### src/rtl/regfile_pkg.sv
// Shared defaults and helpers for the regfile_sb register file slice.
package regfile_pkg;

  localparam int unsigned RF_XLEN  = 32;
  localparam int unsigned RF_NREGS = 32;

  function automatic int unsigned rf_aw(input int unsigned n);
    return $clog2(n);
  endfunction

  typedef logic [4:0] rf_addr_t;

endpackage

### src/rtl/regfile_scoreboard.sv
// Per-register busy flags with flush/issue/writeback priority and a registered busy count.
module regfile_scoreboard
  import regfile_pkg::*;
#(
  parameter  int unsigned NREGS    = RF_NREGS,
  parameter  int unsigned ZERO_REG = 1,
  localparam int unsigned AW       = rf_aw(NREGS)
) (
  input  logic             clk,
  input  logic             rst_n,
  input  logic             flush,
  input  logic             issue_en,
  input  logic [AW-1:0]    issue_addr,
  input  logic             wr_en,
  input  logic [AW-1:0]    wr_addr,
  output logic [NREGS-1:0] busy,
  output logic [AW:0]      busy_cnt
);

  logic [NREGS-1:0] busy_d;
  logic [AW:0]      cnt_d;

  // Issue is applied last so it overrides both flush and a same-cycle writeback.
  always_comb begin
    busy_d = busy;
    cnt_d  = '0;
    for (int unsigned r = 0; r < NREGS; r++) begin
      if (flush)
        busy_d[r] = 1'b0;
      else if (wr_en && (wr_addr == AW'(r)))
        busy_d[r] = 1'b0;
      if (issue_en && (issue_addr == AW'(r)) && !((ZERO_REG != 0) && (r == 0)))
        busy_d[r] = 1'b1;
      cnt_d = cnt_d + {{AW{1'b0}}, busy_d[r]};
    end
  end

  always_ff @(posedge clk or negedge rst_n) begin
    if (!rst_n) begin
      busy     <= '0;
      busy_cnt <= '0;
    end else begin
      busy     <= busy_d;
      busy_cnt <= cnt_d;
    end
  end

endmodule

### src/rtl/regfile_sb.sv
// Multi-port integer register file with write bypass and busy scoreboard.
// Optional stored even parity per register under REGFILE_PARITY_EN.
module regfile_sb
  import regfile_pkg::*;
#(
  parameter  int unsigned XLEN     = RF_XLEN,
  parameter  int unsigned NREGS    = RF_NREGS,
  parameter  int unsigned NREAD    = 2,
  parameter  int unsigned ZERO_REG = 1,
  localparam int unsigned AW       = rf_aw(NREGS)
) (
  input  logic                  clk,
  input  logic                  rst_n,
  input  logic [NREAD*AW-1:0]   rd_addr,
  output logic [NREAD*XLEN-1:0] rd_data,
  output logic [NREAD-1:0]      rd_busy,
  input  logic                  wr_en,
  input  logic [AW-1:0]         wr_addr,
  input  logic [XLEN-1:0]       wr_data,
  input  logic                  issue_en,
  input  logic [AW-1:0]         issue_addr,
  input  logic                  flush,
  output logic [AW:0]           busy_cnt,
  output logic [NREAD-1:0]      par_err
);

  logic [XLEN-1:0]  regs [NREGS];
  logic [NREGS-1:0] busy;
  logic             wr_ok;
  logic [AW-1:0]    a;

  assign wr_ok = wr_en && !((ZERO_REG != 0) && (wr_addr == '0));

  always_ff @(posedge clk or negedge rst_n) begin
    if (!rst_n) begin
      for (int unsigned r = 0; r < NREGS; r++)
        regs[r] <= '0;
    end else if (wr_ok) begin
      regs[wr_addr] <= wr_data;
    end
  end

`ifdef REGFILE_PARITY_EN
  logic [NREGS-1:0] par_q;

  always_ff @(posedge clk or negedge rst_n) begin
    if (!rst_n)
      par_q <= '0;
    else if (wr_ok)
      par_q[wr_addr] <= ^wr_data;
  end
`endif

  // Zero-register check precedes bypass so a dropped write to x0 is never forwarded.
  always_comb begin
    rd_data = '0;
    rd_busy = '0;
    par_err = '0;
    a       = '0;
    for (int unsigned p = 0; p < NREAD; p++) begin
      a = rd_addr[p*AW +: AW];
      if ((ZERO_REG != 0) && (a == '0)) begin
        rd_data[p*XLEN +: XLEN] = '0;
        rd_busy[p]              = 1'b0;
      end else if (wr_en && (wr_addr == a)) begin
        rd_data[p*XLEN +: XLEN] = wr_data;
        rd_busy[p]              = 1'b0;
      end else begin
        rd_data[p*XLEN +: XLEN] = regs[a];
        rd_busy[p]              = busy[a];
`ifdef REGFILE_PARITY_EN
        par_err[p]              = ^{regs[a], par_q[a]};
`endif
      end
    end
  end

  regfile_scoreboard #(
    .NREGS    (NREGS),
    .ZERO_REG (ZERO_REG)
  ) u_scoreboard (
    .clk        (clk),
    .rst_n      (rst_n),
    .flush      (flush),
    .issue_en   (issue_en),
    .issue_addr (issue_addr),
    .wr_en      (wr_en),
    .wr_addr    (wr_addr),
    .busy       (busy),
    .busy_cnt   (busy_cnt)
  );

endmodule
### config.mk
export PLATFORM = sky130hd
export DESIGN_NAME = regfile_sb
export DESIGN_NICKNAME = d
export VERILOG_FILES = /design/src/rtl/regfile_pkg.sv /design/src/rtl/regfile_scoreboard.sv /design/src/rtl/regfile_sb.sv
export SDC_FILE = /design/constraint.sdc
export NUM_CORES = 2
export LEC_CHECK = 0
export ABC_CLOCK_PERIOD_IN_PS = 9600
export BUFFER_PORTS_ARGS = -buffer_cell sky130_fd_sc_hd__buf_2
export CAP_MARGIN = 20
export CELL_PAD_IN_SITES_DETAIL_PLACEMENT = 1
export CELL_PAD_IN_SITES_GLOBAL_PLACEMENT = 1
export CORE_UTILIZATION = 55
export CTS_CLUSTER_SIZE = 8
export DETAILED_ROUTE_END_ITERATION = 8
export PLACE_DENSITY = 0.8
export SETUP_SLACK_MARGIN = 0.05
export SYNTH_ARGS = -nofsm -noshare
export SYNTH_HDL_FRONTEND = slang
export SYNTH_SLANG_ARGS = --single-unit
### constraint.sdc
create_clock -name clk -period 9.6 [get_ports clk]
set_input_delay 1.92 -clock clk [delete_from_list [all_inputs] [get_ports clk]]
set_output_delay 1.92 -clock clk [all_outputs]
set_load 0.005 [all_outputs]
==> impl_metrics.py <==
metrics = {
    "status": {
        "status": "completed",
    },
    "global_route": {
        "grt_pass1_vias": 43100,
        "antenna_found_initial": 24,
        "gr-usage-met1": 0.482,
        "overflow": 0,
        "use_met2": 0.606,
        "grt_first_pass_wirelength_um": 298000,
        "grt_usage": 0.383,
        "grt_max_degree": 172,
        "busiest_layer": "met2",
        "use_met3": 0.0995,
    },
    "final_layout": {
        "n_fill_cell": 9489,
        "final_nets": 4057,
        "multi_input_area_um2": 29000,
        "final-seq-area_um2": 26600,
        "drive_above_1_share": 0.491,
        "syn_to_final_growth_pct": 9.21,
        "final_common_cell": "dfrtp_1",
        "final_cell_mix": "dfrtp_1, mux2_2, mux4_2, clkbuf_16, buf_2",
    },
    "sta": {
        "fin_worst_skew_ps": 10.6,
        "post-route-period-util": 0.757,
        "slew_headroom": 0.261,
        "hold_viol_final": 0,
        "setup_viol": 0,
        "rsz0062_at_grt": "no",
        "max_clock_freq_mhz": 138,
        "fin_crit_ps": 7270,
        "final.setup.tns_ps": 0,
        "drv_slew": 0,
        "tightest_slew_ps": 1110,
    },
    "pwr": {
        "p_comb_frac": 0.198,
        "p_total_uw": 13500,
        "switching_power_uw": 3790,
        "p_clk_frac": 0.358,
        "p_leak_uw": 0.0274,
        "power_density_nw_per_um2": 214,
        "ir_drop_mv": 0.195,
        "p_int_uw": 9710,
        "switching_share": 0.281,
        "p_seq_frac": 0.444,
    },
    "synthesis": {
        "syn_area_um2": 57900,
        "syn-instance-count": 4037,
        "yosys.area.top_type": "dfrtp_1",
        "muxShareOfSynthArea": 0.403,
        "synth_compound_area_frac": 0.0501,
        "synth_top_family_by_area": "multiplexers",
        "syn_avg_cell_area_um2": 14.3,
        "ys_seq_area_frac": 0.459,
        "synth_top_area_frac": 0.459,
        "synth_simple_gate_area_frac": 0.0330,
        "synth_edf_count": 0,
        "synthAdderAreaFrac": 0.0100,
        "yosys_warnings": 0,
        "synthFlopType": "dfrtp_1",
        "synth-xor-area-share": 0.00197,
        "synthTopCellsByArea": "dfrtp_1, mux2_2, mux4_2",
        "async_flop_share": 1.00,
        "ys_types": 69,
        "ys_ff_latch": 1062,
    },
    "placed_design": {
        "hpwl_um": 114000,
        "numPortBuffers": 128,
        "gp_congestion": 1.00,
    },
    "clocking": {
        "clockBufferDepth": 3,
        "clk_pin_slew_ps": 50,
        "clock_latency_ps": 760,
        "cts_tree": "yes",
        "cts-root-buf": "clkbuf_16",
        "cts_inserted_buffers": 151,
        "h-tree-depth": 4,
        "post_cts_buffers": 0,
        "cts_hold_buffers": 0,
        "cts_resized": 0,
        "cts_sinks": 1062,
    },
    "detailed_routing": {
        "drc": 0,
        "vias": 39400,
        "drt_iter0_drc": 3746,
        "drt-pass1-iter-count": 5,
        "wirelength_um": 200000,
        "post_drt_wl_per_cell_um": 37.2,
        "vias_per_cell": 7.34,
        "ant_nets": 0,
    },
    "setup_path": {
        "crit_required_ps": 10250,
        "crit_fanout": 13,
        "cp_top_family": "adder cells",
        "crit_arrival_ps": 7910,
        "crit_path_start_kind": "input port",
        "crit_top_cell": "fa_1",
        "end_kind": "flop",
        "crit_type": "input port to flop",
        "cp_num_buf_inv": 3,
        "cpPeakStageDelay_ps": 760,
        "slowest_stage": "nor3b_1",
        "path_cells": "buf_2, nor3b_1, nand2_1, and3_1, ha_1, fa_1, fa_1, fa_1, fa_1, fa_1, inv_1, fa_1, fa_1, fa_1, inv_1, a21o_1, a21oi_1, xnor2_1",
    },
    "floorplan": {
        "start_util": 0.557,
        "die_h_um": 326,
        "die-width_um": 326,
        "ios": 131,
        "core_um2": 104000,
        "dieArea_um2": 107000,
        "row_count": 118,
    },
    "min_path": {
        "hold_path.class": "flop to flop",
    },
    "run": {
        "max_cap_viol_count": 0,
    },
}
## metrics by stage
step | hold WS [ps] | cell area, µm² | worst slack, ps | cells | utilization
after floorplan | 441 | 57900 | 1800 | 4038 | -
after global placement | 376 | 59100 | 1830 | 5191 | 0.568
after detailed placement | 383 | 59100 | 1720 | 5192 | 0.568
after CTS | 395 | 63100 | 2310 | 5361 | 0.607
after global routing | 406 | 63200 | 2130 | 5368 | 0.608
final | 391 | 63200 | 2330 | 5372 | 0.608
## final timing paths
| path | startpoint | endpoint | slack [ps] | cells after the start |
|---|---|---|---|---|
| setup / recovery | wr_en | u_scoreboard.busy_cnt[4]$_DFF_PN0_ | 2330 | 18 |
| hold / removal | regs[995]$_DFFE_PN0P_ | regs[995]$_DFFE_PN0P_ | 390 | 0 |
| setup reg to reg | u_scoreboard.busy[24]$_DFF_PN0_ | u_scoreboard.busy_cnt[4]$_DFF_PN0_ | 4050 | 17 |
| hold reg to reg | regs[995]$_DFFE_PN0P_ | regs[995]$_DFFE_PN0P_ | 390 | 0 |
| max in group asynchronous | rst_n | regs[395]$_DFFE_PN0P_ | 6330 | 3 |
| min in group asynchronous | rst_n | regs[195]$_DFFE_PN0P_ | 1170 | 1 |
## registers in the layout (all words and copies together) (netlist names)
| register | flops |
|---|---|
| u_scoreboard.busy_cnt | 6 |
| regs | 1024 |
| u_scoreboard.busy | 32 |
## power by group through the flow
| stage | Sequential, µW | Combinational [µW] | Clock, µW |
|---|---|---|---|
| after floorplan | 5750 | 1980 | 0 |
| final | 5990 | 2670 | 4840 |
| after global routing | 6080 | 2840 | 5040 |
| after detailed placement | 5990 | 2610 | 0 |
| after global placement | 5890 | 2510 | 0 |
| after CTS | 5960 | 2660 | 4870 |
## worst register-to-register path: cells and delay by family (launching register included)
| family | cells | cell delay [ps] |
|---|---|---|
| buf+inv | 4 | 240 |
| xor+xnor | 1 | 130 |
| fa+ha+maj | 8 | 4020 |
| compound gates | 3 | 430 |
| simple gates | 1 | 170 |
| flops | 1 | 440 |
## cells by family (layout without fill, tap and decap cells)
kind of cell    count (synthesis)  after routing
fa+ha+maj                      32             32
flops                        1062           1062
simple gates                  381            381
buf+inv                       505            451
other cells                     1             10
compound gates                419            419
xor+xnor                       13             13
mux                          1624           1624
## routing by layer
| layer | up-vias | part of all wire |
|---|---|---|
| met5 | - | 0.00065 |
| met4 | 20 | 0.061 |
| met3 | 720 | 0.089 |
| met2 | 2133 | 0.48 |
| met1 | 21300 | 0.37 |
| li1 | 15300 | - |
## synthesized netlist by cell type, types with 6 or more instances
cell type / n
nor2_1: 99
o221ai_1: 12
clkbuf_1: 223
mux4_2: 460
fa_1: 24
buf_6: 16
nor3b_1: 7
a22oi_1: 30
mux2_2: 1047
o22ai_1: 90
nand2b_1: 27
o21ai_0: 70
dfrtp_1: 1062
a211oi_1: 28
mux2i_1: 117
nand3_1: 56
a221oi_1: 47
buf_1: 41
a2111oi_0: 12
o21ai_1: 8
buf_4: 49
buf_2: 112
nand2_1: 77
inv_1: 53
nor4_1: 17
ha_1: 8
a221o_1: 6
o22a_1: 7
o32ai_1: 14
nor2b_1: 18
a21oi_1: 50
nor3_1: 31
xnor2_1: 8
a22o_1: 16
buf_12: 6
nand4_1: 13
or2_2: 6
nand3b_1: 8
## cell type report
class                      count  share of cell area
inverter                      54             0.00323
clock inverter                 9             0.00166
timing repair buffer         228              0.0256
antenna                        8            0.000317
clock buffer                 160              0.0625
tap                         1380              0.0273
sequential                  1062               0.420
multi-input combinational   2471               0.459
(Power assumes the default switching activity.)
